<file path="config.mk">
export PLATFORM = sky130hd
export DESIGN_NAME = rr_arbiter_4_flat
export DESIGN_NICKNAME = d
export VERILOG_FILES = /design/src/rtl/rr_arbiter_4_if.sv /design/src/rtl/rr_arbiter_4.sv /design/src/flat_wrapper.sv
export SDC_FILE = /design/constraint.sdc
export NUM_CORES = 1
export LEC_CHECK = 0
export CORE_AREA = 8 8 45 47
export DETAILED_ROUTE_END_ITERATION = 6
export DIE_AREA = 0 0 53 55
export PLACE_DENSITY_LB_ADDON = 0.15
export SETUP_SLACK_MARGIN = 0.5
export SLEW_MARGIN = 20
export SYNTH_ARGS = -nofsm -noshare
export SYNTH_HDL_FRONTEND = slang
export SYNTH_SLANG_ARGS = --single-unit
export TNS_END_PERCENT = 10
</file>
<file path="constraint.sdc">
create_clock -name i_clk -period 4.25 [get_ports i_clk]
set_input_delay 0.85 -clock i_clk [delete_from_list [all_inputs] [get_ports i_clk]]
set_output_delay 0.85 -clock i_clk [all_outputs]
set_load 0.02 [all_outputs]
</file>
<file path="src/rtl/rr_arbiter_4_if.sv">
// Request/grant bundle between a group of four requesters and the
// round-robin arbiter.
//   i_req       : request vector, bit k = requester k wants the resource
//   o_grant     : one-hot grant, 4'b0000 when nobody owns the resource
//   o_grant_idx : binary index of the current owner (valid with o_valid)
//   o_valid     : a grant is active this cycle
//   o_timeout   : one-cycle pulse after an owner was forcibly released
// Modports: master = requester side, slave = arbiter side.
interface rr_arbiter_4_if;
  logic [3:0] i_req;
  logic [3:0] o_grant;
  logic [1:0] o_grant_idx;
  logic       o_valid;
  logic       o_timeout;

  modport master (
    output i_req,
    input  o_grant,
    input  o_grant_idx,
    input  o_valid,
    input  o_timeout
  );

  modport slave (
    input  i_req,
    output o_grant,
    output o_grant_idx,
    output o_valid,
    output o_timeout
  );
endinterface

</file>
<file path="src/rtl/rr_arbiter_4.sv">
// Round-robin arbiter sharing one resource between four requesters.
// One requester owns the resource at a time; ownership lasts until the owner
// drops its request or has held it for MAX_HOLD cycles (0 = no limit).
// Every grant is followed by at least one idle cycle, and the next
// arbitration starts searching just past the previous owner.
// Ports:
//   i_clk   : clock, rising edge
//   i_reset : asynchronous reset, active-high
//   bus     : rr_arbiter_4_if.slave (i_req in; o_grant, o_grant_idx,
//             o_valid, o_timeout out, all driven from registers)

// 2-to-4 one-hot decoder with enable.
// Ports: i_sel (binary select), i_en (enable), o_dec (one-hot output).
module decoder_2_4 (
  input  logic [1:0] i_sel,
  input  logic       i_en,
  output logic [3:0] o_dec
);
  // Decode the select into a one-hot vector; all zeros when disabled
  always_comb begin
    o_dec = 4'b0000;
    if (i_en) begin
      case (i_sel)
        2'd0:    o_dec = 4'b0001;
        2'd1:    o_dec = 4'b0010;
        2'd2:    o_dec = 4'b0100;
        2'd3:    o_dec = 4'b1000;
        default: o_dec = 4'b0000;
      endcase
    end else begin
      o_dec = 4'b0000;
    end
  end
endmodule

module rr_arbiter_4 #(
  parameter int unsigned MAX_HOLD = 8
) (
  input  logic           i_clk,
  input  logic           i_reset,
  rr_arbiter_4_if.slave  bus
);

  localparam int unsigned CNT_W = (MAX_HOLD == 0) ? 1 : $clog2(MAX_HOLD + 1);
  localparam logic [CNT_W-1:0] CNT_MAX = CNT_W'(MAX_HOLD);
  localparam logic [CNT_W-1:0] CNT_ONE = CNT_W'(1);

  typedef enum logic [0:0] {
    IDLE  = 1'b0,
    GRANT = 1'b1
  } state_t;

  state_t           state_r, state_s;
  logic [1:0]       ptr_r, ptr_s;
  logic [CNT_W-1:0] cnt_r, cnt_s;
  logic [1:0]       idx_r, idx_s;
  logic             valid_r, valid_s;
  logic             timeout_r, timeout_s;
  logic [2:0]       pick_s;
  logic [3:0]       grant_s;

  // Returns {found, index} of the first requester in order ptr, ptr+1, ...
  // Scanning from the farthest offset down lets the nearest one win.
  function automatic logic [2:0] pick_owner(input logic [3:0] req,
                                            input logic [1:0] ptr);
    logic [2:0] res;
    logic [1:0] cand;
    res = 3'b000;
    for (int i = 3; i >= 0; i--) begin
      cand = ptr + 2'(i);
      if (req[cand]) begin
        res = {1'b1, cand};
      end else begin
        res = res;
      end
    end
    return res;
  endfunction

  // Priority search for the next owner
  always_comb begin
    pick_s = pick_owner(bus.i_req, ptr_r);
  end

  // Next-state and next-output logic
  always_comb begin
    state_s   = state_r;
    ptr_s     = ptr_r;
    cnt_s     = cnt_r;
    idx_s     = idx_r;
    valid_s   = valid_r;
    timeout_s = 1'b0;
    case (state_r)
      IDLE: begin
        if (pick_s[2]) begin
          state_s = GRANT;
          idx_s   = pick_s[1:0];
          ptr_s   = pick_s[1:0] + 2'd1;
          cnt_s   = CNT_ONE;
          valid_s = 1'b1;
        end else begin
          valid_s = 1'b0;
        end
      end
      GRANT: begin
        if (!bus.i_req[idx_r]) begin
          // Release wins over a coincident timeout, so no pulse here
          state_s = IDLE;
          valid_s = 1'b0;
        end else if ((MAX_HOLD != 0) && (cnt_r == CNT_MAX)) begin
          state_s   = IDLE;
          valid_s   = 1'b0;
          timeout_s = 1'b1;
        end else if (cnt_r != CNT_MAX) begin
          cnt_s = cnt_r + CNT_ONE;
        end else begin
          cnt_s = cnt_r;
        end
      end
      default: begin
        state_s = IDLE;
        valid_s = 1'b0;
      end
    endcase
  end

  // State and output registers
  always_ff @(posedge i_clk or posedge i_reset) begin
    if (i_reset) begin
      state_r   <= IDLE;
      ptr_r     <= 2'd0;
      cnt_r     <= '0;
      idx_r     <= 2'd0;
      valid_r   <= 1'b0;
      timeout_r <= 1'b0;
    end else begin
      state_r   <= state_s;
      ptr_r     <= ptr_s;
      cnt_r     <= cnt_s;
      idx_r     <= idx_s;
      valid_r   <= valid_s;
      timeout_r <= timeout_s;
    end
  end

  // One-hot grant is a pure decode of registered index and valid
  decoder_2_4 u_dec (
    .i_sel (idx_r),
    .i_en  (valid_r),
    .o_dec (grant_s)
  );

  assign bus.o_grant     = grant_s;
  assign bus.o_grant_idx = idx_r;
  assign bus.o_valid     = valid_r;
  assign bus.o_timeout   = timeout_r;

endmodule

</file>
<file path="src/flat_wrapper.sv">
// flat-port wrapper written by rule: the top's interface ports become plain ports
module rr_arbiter_4_flat 
#(
  parameter int unsigned MAX_HOLD = 8
)
  (i_clk, i_reset, bus_i_req, bus_o_grant, bus_o_grant_idx, bus_o_valid, bus_o_timeout);
  rr_arbiter_4_if bus_i ();
  input  logic i_clk;
  input  logic i_reset;
  input wire logic [$bits(bus_i.i_req)-1:0] bus_i_req;
  output wire logic [$bits(bus_i.o_grant)-1:0] bus_o_grant;
  output wire logic [$bits(bus_i.o_grant_idx)-1:0] bus_o_grant_idx;
  output wire logic [$bits(bus_i.o_valid)-1:0] bus_o_valid;
  output wire logic [$bits(bus_i.o_timeout)-1:0] bus_o_timeout;
  assign bus_i.i_req = bus_i_req;
  assign bus_o_grant = bus_i.o_grant;
  assign bus_o_grant_idx = bus_i.o_grant_idx;
  assign bus_o_valid = bus_i.o_valid;
  assign bus_o_timeout = bus_i.o_timeout;
  rr_arbiter_4 #(.MAX_HOLD(MAX_HOLD)) u_core (.i_clk(i_clk), .i_reset(i_reset), .bus(bus_i));
endmodule
</file>
* Yosys cells after proc, flatten, opt, wreduce, memory -nomap -nowiden
Cells that the tools add are included.
Word-level totals: bits in registers 11, output and inout port bits 8
Operators by class: bitwise logic cells 1, muxes and demuxes 31, equal/unequal tests 10, $add $sub $neg 5, reductions and logical operators 3, magnitude comparators 5
Operators by type and width (number):
- 4-bit 2-to-1 mux | 5
- 4-bit one-hot mux with 4 select lines | 1
- 2-bit by 3-bit < comparator with 1-bit output (second input constant) | 5
- 1-bit 2-to-1 mux | 13
- 3-bit 2-to-1 mux | 4
- 1-bit binary-select mux with 2-bit select | 5
- 4-bit one-hot mux with 2 select lines | 1
- 2-bit != test (second input constant) | 3
- 2-bit by 1-bit adder with 2-bit output (second input constant) | 2
- 2-bit adder (second input constant) | 2
- 4-bit by 1-bit adder with 4-bit output (second input constant) | 1
- 2-bit == test (second input constant) | 2
- 4-bit == test (second input constant) | 1
- 4-bit != test (second input constant) | 1
- 1-bit one-hot mux with 2 select lines | 2
- 4-bit AND reduction | 1
- 3-bit != test (second input constant) | 1
- 2-bit by 1-bit == test with 1-bit output (second input constant) | 1
- 2-bit logical NOT | 1
- 2-bit by 1-bit != test with 1-bit output (second input constant) | 1
- 2-bit AND reduction | 1
- 1-bit inverter | 1

* Depth between registers and ports, before layout
depth in word-level cells 9, depth in mapped cells 5, depth with buffers taken out 5

* Hierarchy
A second synthesis with hierarchy kept.
Unflattened totals: cell total of the unflattened synthesis 64, area total of the unflattened synthesis 636.9 um2
By module, submodules not included:
- rr_arbiter_4 | times used 1, sequential area each 275.3 um2, cells each 60, area an instance 599.3 um2
- decoder_2_4 | times used 1, sequential area each 0.0 um2, cells each 4, area an instance 37.5 um2

* Worst setup path after synthesis
No wires, ideal clock.
path type register -> output, start reg u_core.idx_r[1], in the netlist u_core.bus.o_grant_idx[1], end out bus_o_grant[0], setup slack 2342 ps, required time 3400 ps, stages on the path, launching flop included 2, arrival time 1058 ps, cells stage by stage dfrtp_1 -> nor3b_1
Between the ends: cells in the longest elaborated chain, start to end 3, elaborated cells between the ends (all ways) 6, classes of those cells eq/ne (3); mux (2); reduce/logical (1)
Ends and longest elaborated chain:
- from (decl) | line rr_arbiter_4.sv:56 | logic [1:0] idx_r, idx_s;
- from (signal assigned) | line rr_arbiter_4.sv:140 | idx_r <= idx_s;
- 2-bit == test, or another cell as far along | line rr_arbiter_4.sv:23 | case (i_sel)
- 4-bit one-hot mux with 4 select lines * | line rr_arbiter_4.sv:23
- 4-bit 2-to-1 mux * | line rr_arbiter_4.sv:22 | if (i_en) begin
- to (decl) | line flat_wrapper.sv:11 | output wire logic [$bits(bus_i.o_grant)-1:0] bus_o_grant;
Mark *: on every way between the ends. The rest lies on a longest branch, timed or not.

* Worst setup path in the final report
Same ends and word-level chain as after synthesis.

==> results.md <==
* Sw frac at 0.426
* Worst path max stage delay at 640 ps
* Global route overflow at 0
* LEAKAGE at 0.368 nW
* Layout Cells excl Fill at 98
* Layout Utilization at 0.573
* Root buffer cell: clkbuf_4
* Tmin final at 2430 ps
* Worst Path Arrival at 1580 ps
* Transition time of the tightest slew-check pin at 448 ps
* Die ar. at 2920 um2
* Final Hold Viols at 0
* Tcrit/Tclk final at 0.573
* Total clock sinks at 11
* CTS tree: built
* Nets at 91
* Clock Tree Buf Depth at 2
* Total power draw at 0.000546 W
* Core Area at 1380 um2
* CP Max Fanout at 7
* Pre-Repair DR Iteration Count at 5
* Via count at 521
* Switching power at 0.000232 W
* Setup Crit Path Kind: flop to primary output
* Post-DP HPWL at 1.08 mm
* Yosys reg bits at 11
* ANT cells at 0
* Synth Net Count at 74
* Syn. warnings at 0
* CTS buffer count at 3
* Rows at 14
* Synthesized area at 622 um2
* Max-capacitance violation count at 0
* Syn Inst Count at 66
* Status: finished, final reports clean
* # fillers at 128
* Max H-tree Level at 1
* Type of origin of the critical path: flop
* Worst slew margin at 0.701
* GPL Wtd Cong at 0.849
* # setup viols final at 0
* Synth cell types at 29
* Register area share after synthesis at 0.443
* R2R setup slack at 2660 ps
* Reg area at 275 um2
* PD cells at 688 nW/um2
* Max Slew Vio Count at 0
* PostCTS Resize Cnt at 0
* Vias in the first global route at 533
* Global-route wire length before repair at 2.34 mm
* All-layer global routing usage at 0.109
* Initial antenna violation count at 0
* Hold path start: u_core.cnt_r[2]
* Logic pwr share at 0.505
* Hold Path Sink: u_core.bus.o_timeout
* Seq pwr share at 0.359
* Starting Density at 0.449
* Hold path depth at 1
* Share of layout cells above drive strength 1 at 0.134
* Final Skew at 10.0 ps
* CP Cell Sequence: nor3b_1 -> clkdlybuf4s50_1
* WP data required at 3400 ps
* Vert. Die Dim at 55 um
* Port-buffer cells at 13
* Multi-input logic area at 308 um2
* Clk pwr share at 0.135
* R2R cell count at 5
* FMAX at 0.411 GHz
* Worst R2R Start: u_core.bus.o_grant_idx[0]
* Syn avg cell area at 9.42 um2
* Post-CTS Setup Bufs at 0
* Area grow syn2layout at 27.6%
* Worst Hold Class: flop to flop
* # DRC at 0
* Io pins at 14
* Clock Latency Late Sink at 270 ps
* Setup TNS at 0 ps
* Worst-path clk slew at 80 ps
* Critical Path Start: u_core.bus.o_grant_idx[1]
* Vias per cell at 5.32
* VDD IR max at 0.370 mV
* Die Wd at 53 um
* Routed Antenna Nets at 0
* Largest net degree at the start of global routing at 12
* Internal power at 0.000313 W
* Average wire per standard cell at 14.9 um
* FF-to-FF End: u_core.cnt_r[0]
* RSZ-0062 raised after global routing: false
* Drt total wl at 1.46 mm
* Setup crit end kind: primary output
* CP max stage cell: clkdlybuf4s50_1
* Number of DRC markers in iteration 0 at 20
* Placed Cells incl. Taps at 94
* CTS Hold Bufs at 0
[worst max path at each step]
stage / to / slack [ps] / depth (start not counted)
4_1_cts: bus_o_grant[0] / 1780 / 2
3_5_place_dp: u_core.bus.o_grant_idx[0] / 1790 / 5
6_report: bus_o_grant[0] / 1820 / 2
2_1_floorplan: bus_o_grant[0] / 2340 / 1
3_3_place_gp: u_core.bus.o_grant_idx[0] / 1770 / 5
5_1_grt: bus_o_grant[0] / 1750 / 2
[layout make-up]
cell class	instances	share of cell area
multi-input cells	45	0.388
flip-flops and latches	11	0.347
repair buffers	13	0.164
inverters	9	0.0426
clock buffers	4	0.0331
well taps	16	0.0252
[critical path, delay by kind of cell (launching register included)]
kind	cells	cell delay [ps]
AND/OR/NAND/NOR	1	230
flip-flops	1	450
buffers and inverters	1	640
[cell families after synthesis]
kind of cell,share of synthesized area
AO/OA/AOI/OAI,0.163
XOR/XNOR,0.0282
adder cells (fa/ha/maj),0.0402
buffers and inverters,0.0624
flip-flops,0.443
multiplexers,0.0523
AND/OR/NAND/NOR,0.211
[placed cells by master (no fill, tap or decap), drive strengths merged, types with 2 or more instances in the layout]
cell type	count
ha	2
dfrtp	11
nor2	4
nand3	2
clkbuf	4
clkdlybuf4s50	13
a221oi	2
o21ai	3
a21oi	3
inv	9
nand2	12
[routing by layer]
metal	vias up	global-route usage	wire, um
li1	258	-	-
met1	249	0.119	646
met2	12	0.195	756
met3	2	0.0241	48
met4	0	0.0517	8
met5	-	0	0
[sequential cells by signal (all words and copies together), names as in the netlist]
register and cells:
u_core.bus.o_valid 1, u_core.cnt_r 4, u_core.bus.o_timeout 1, u_core.state_r 1, u_core.bus.o_grant_idx 2, u_core.ptr_r 2
[power by group through the flow]
| stage | Clock [W] | Combinational [W] | Sequential (W) |
|---|---|---|---|
| detailed placement | 0 | 0.000276 | 0.000198 |
| CTS | 0.0000739 | 0.000278 | 0.000196 |
| global route | 0.0000788 | 0.000299 | 0.000204 |
| global placement | 0 | 0.000271 | 0.000198 |
| floorplan | 0 | 0.000175 | 0.000201 |
| finish | 0.0000737 | 0.000276 | 0.000196 |
[synthesized netlist by cell type (all sizes together)]
master,n,share of area
o21ai,3,0.024
mux2i,1,0.016
a22o,1,0.014
mux4,1,0.036
clkbuf,1,0.0080
nor3,1,0.0080
a21o,1,0.014
a2bb2oi,1,0.014
a21oi,3,0.024
nand3,2,0.016
nand2,12,0.076
o22ai,1,0.010
xor2,1,0.014
ha,2,0.040
a221oi,2,0.028
nor3b,1,0.012
or2,1,0.010
xnor2,1,0.014
and3b,1,0.016
nand3b,1,0.012
nor2,4,0.028
dfrtp,11,0.44
nor4,1,0.010
and3,1,0.012
nand4,1,0.010
inv,9,0.054
a31oi,1,0.034
[stage by stage]
step                      instance area [um2]  hold slack [ps]  setup slack, ps
final                                     793              531             1820
after global routing                      793              551             1750
after CTS                                 793              530             1780
after detailed placement                  767              523             1790
after global placement                    767              496             1770
after floorplan                           622              453             2340
No activity file was read; power rests on OpenSTA's default activity.
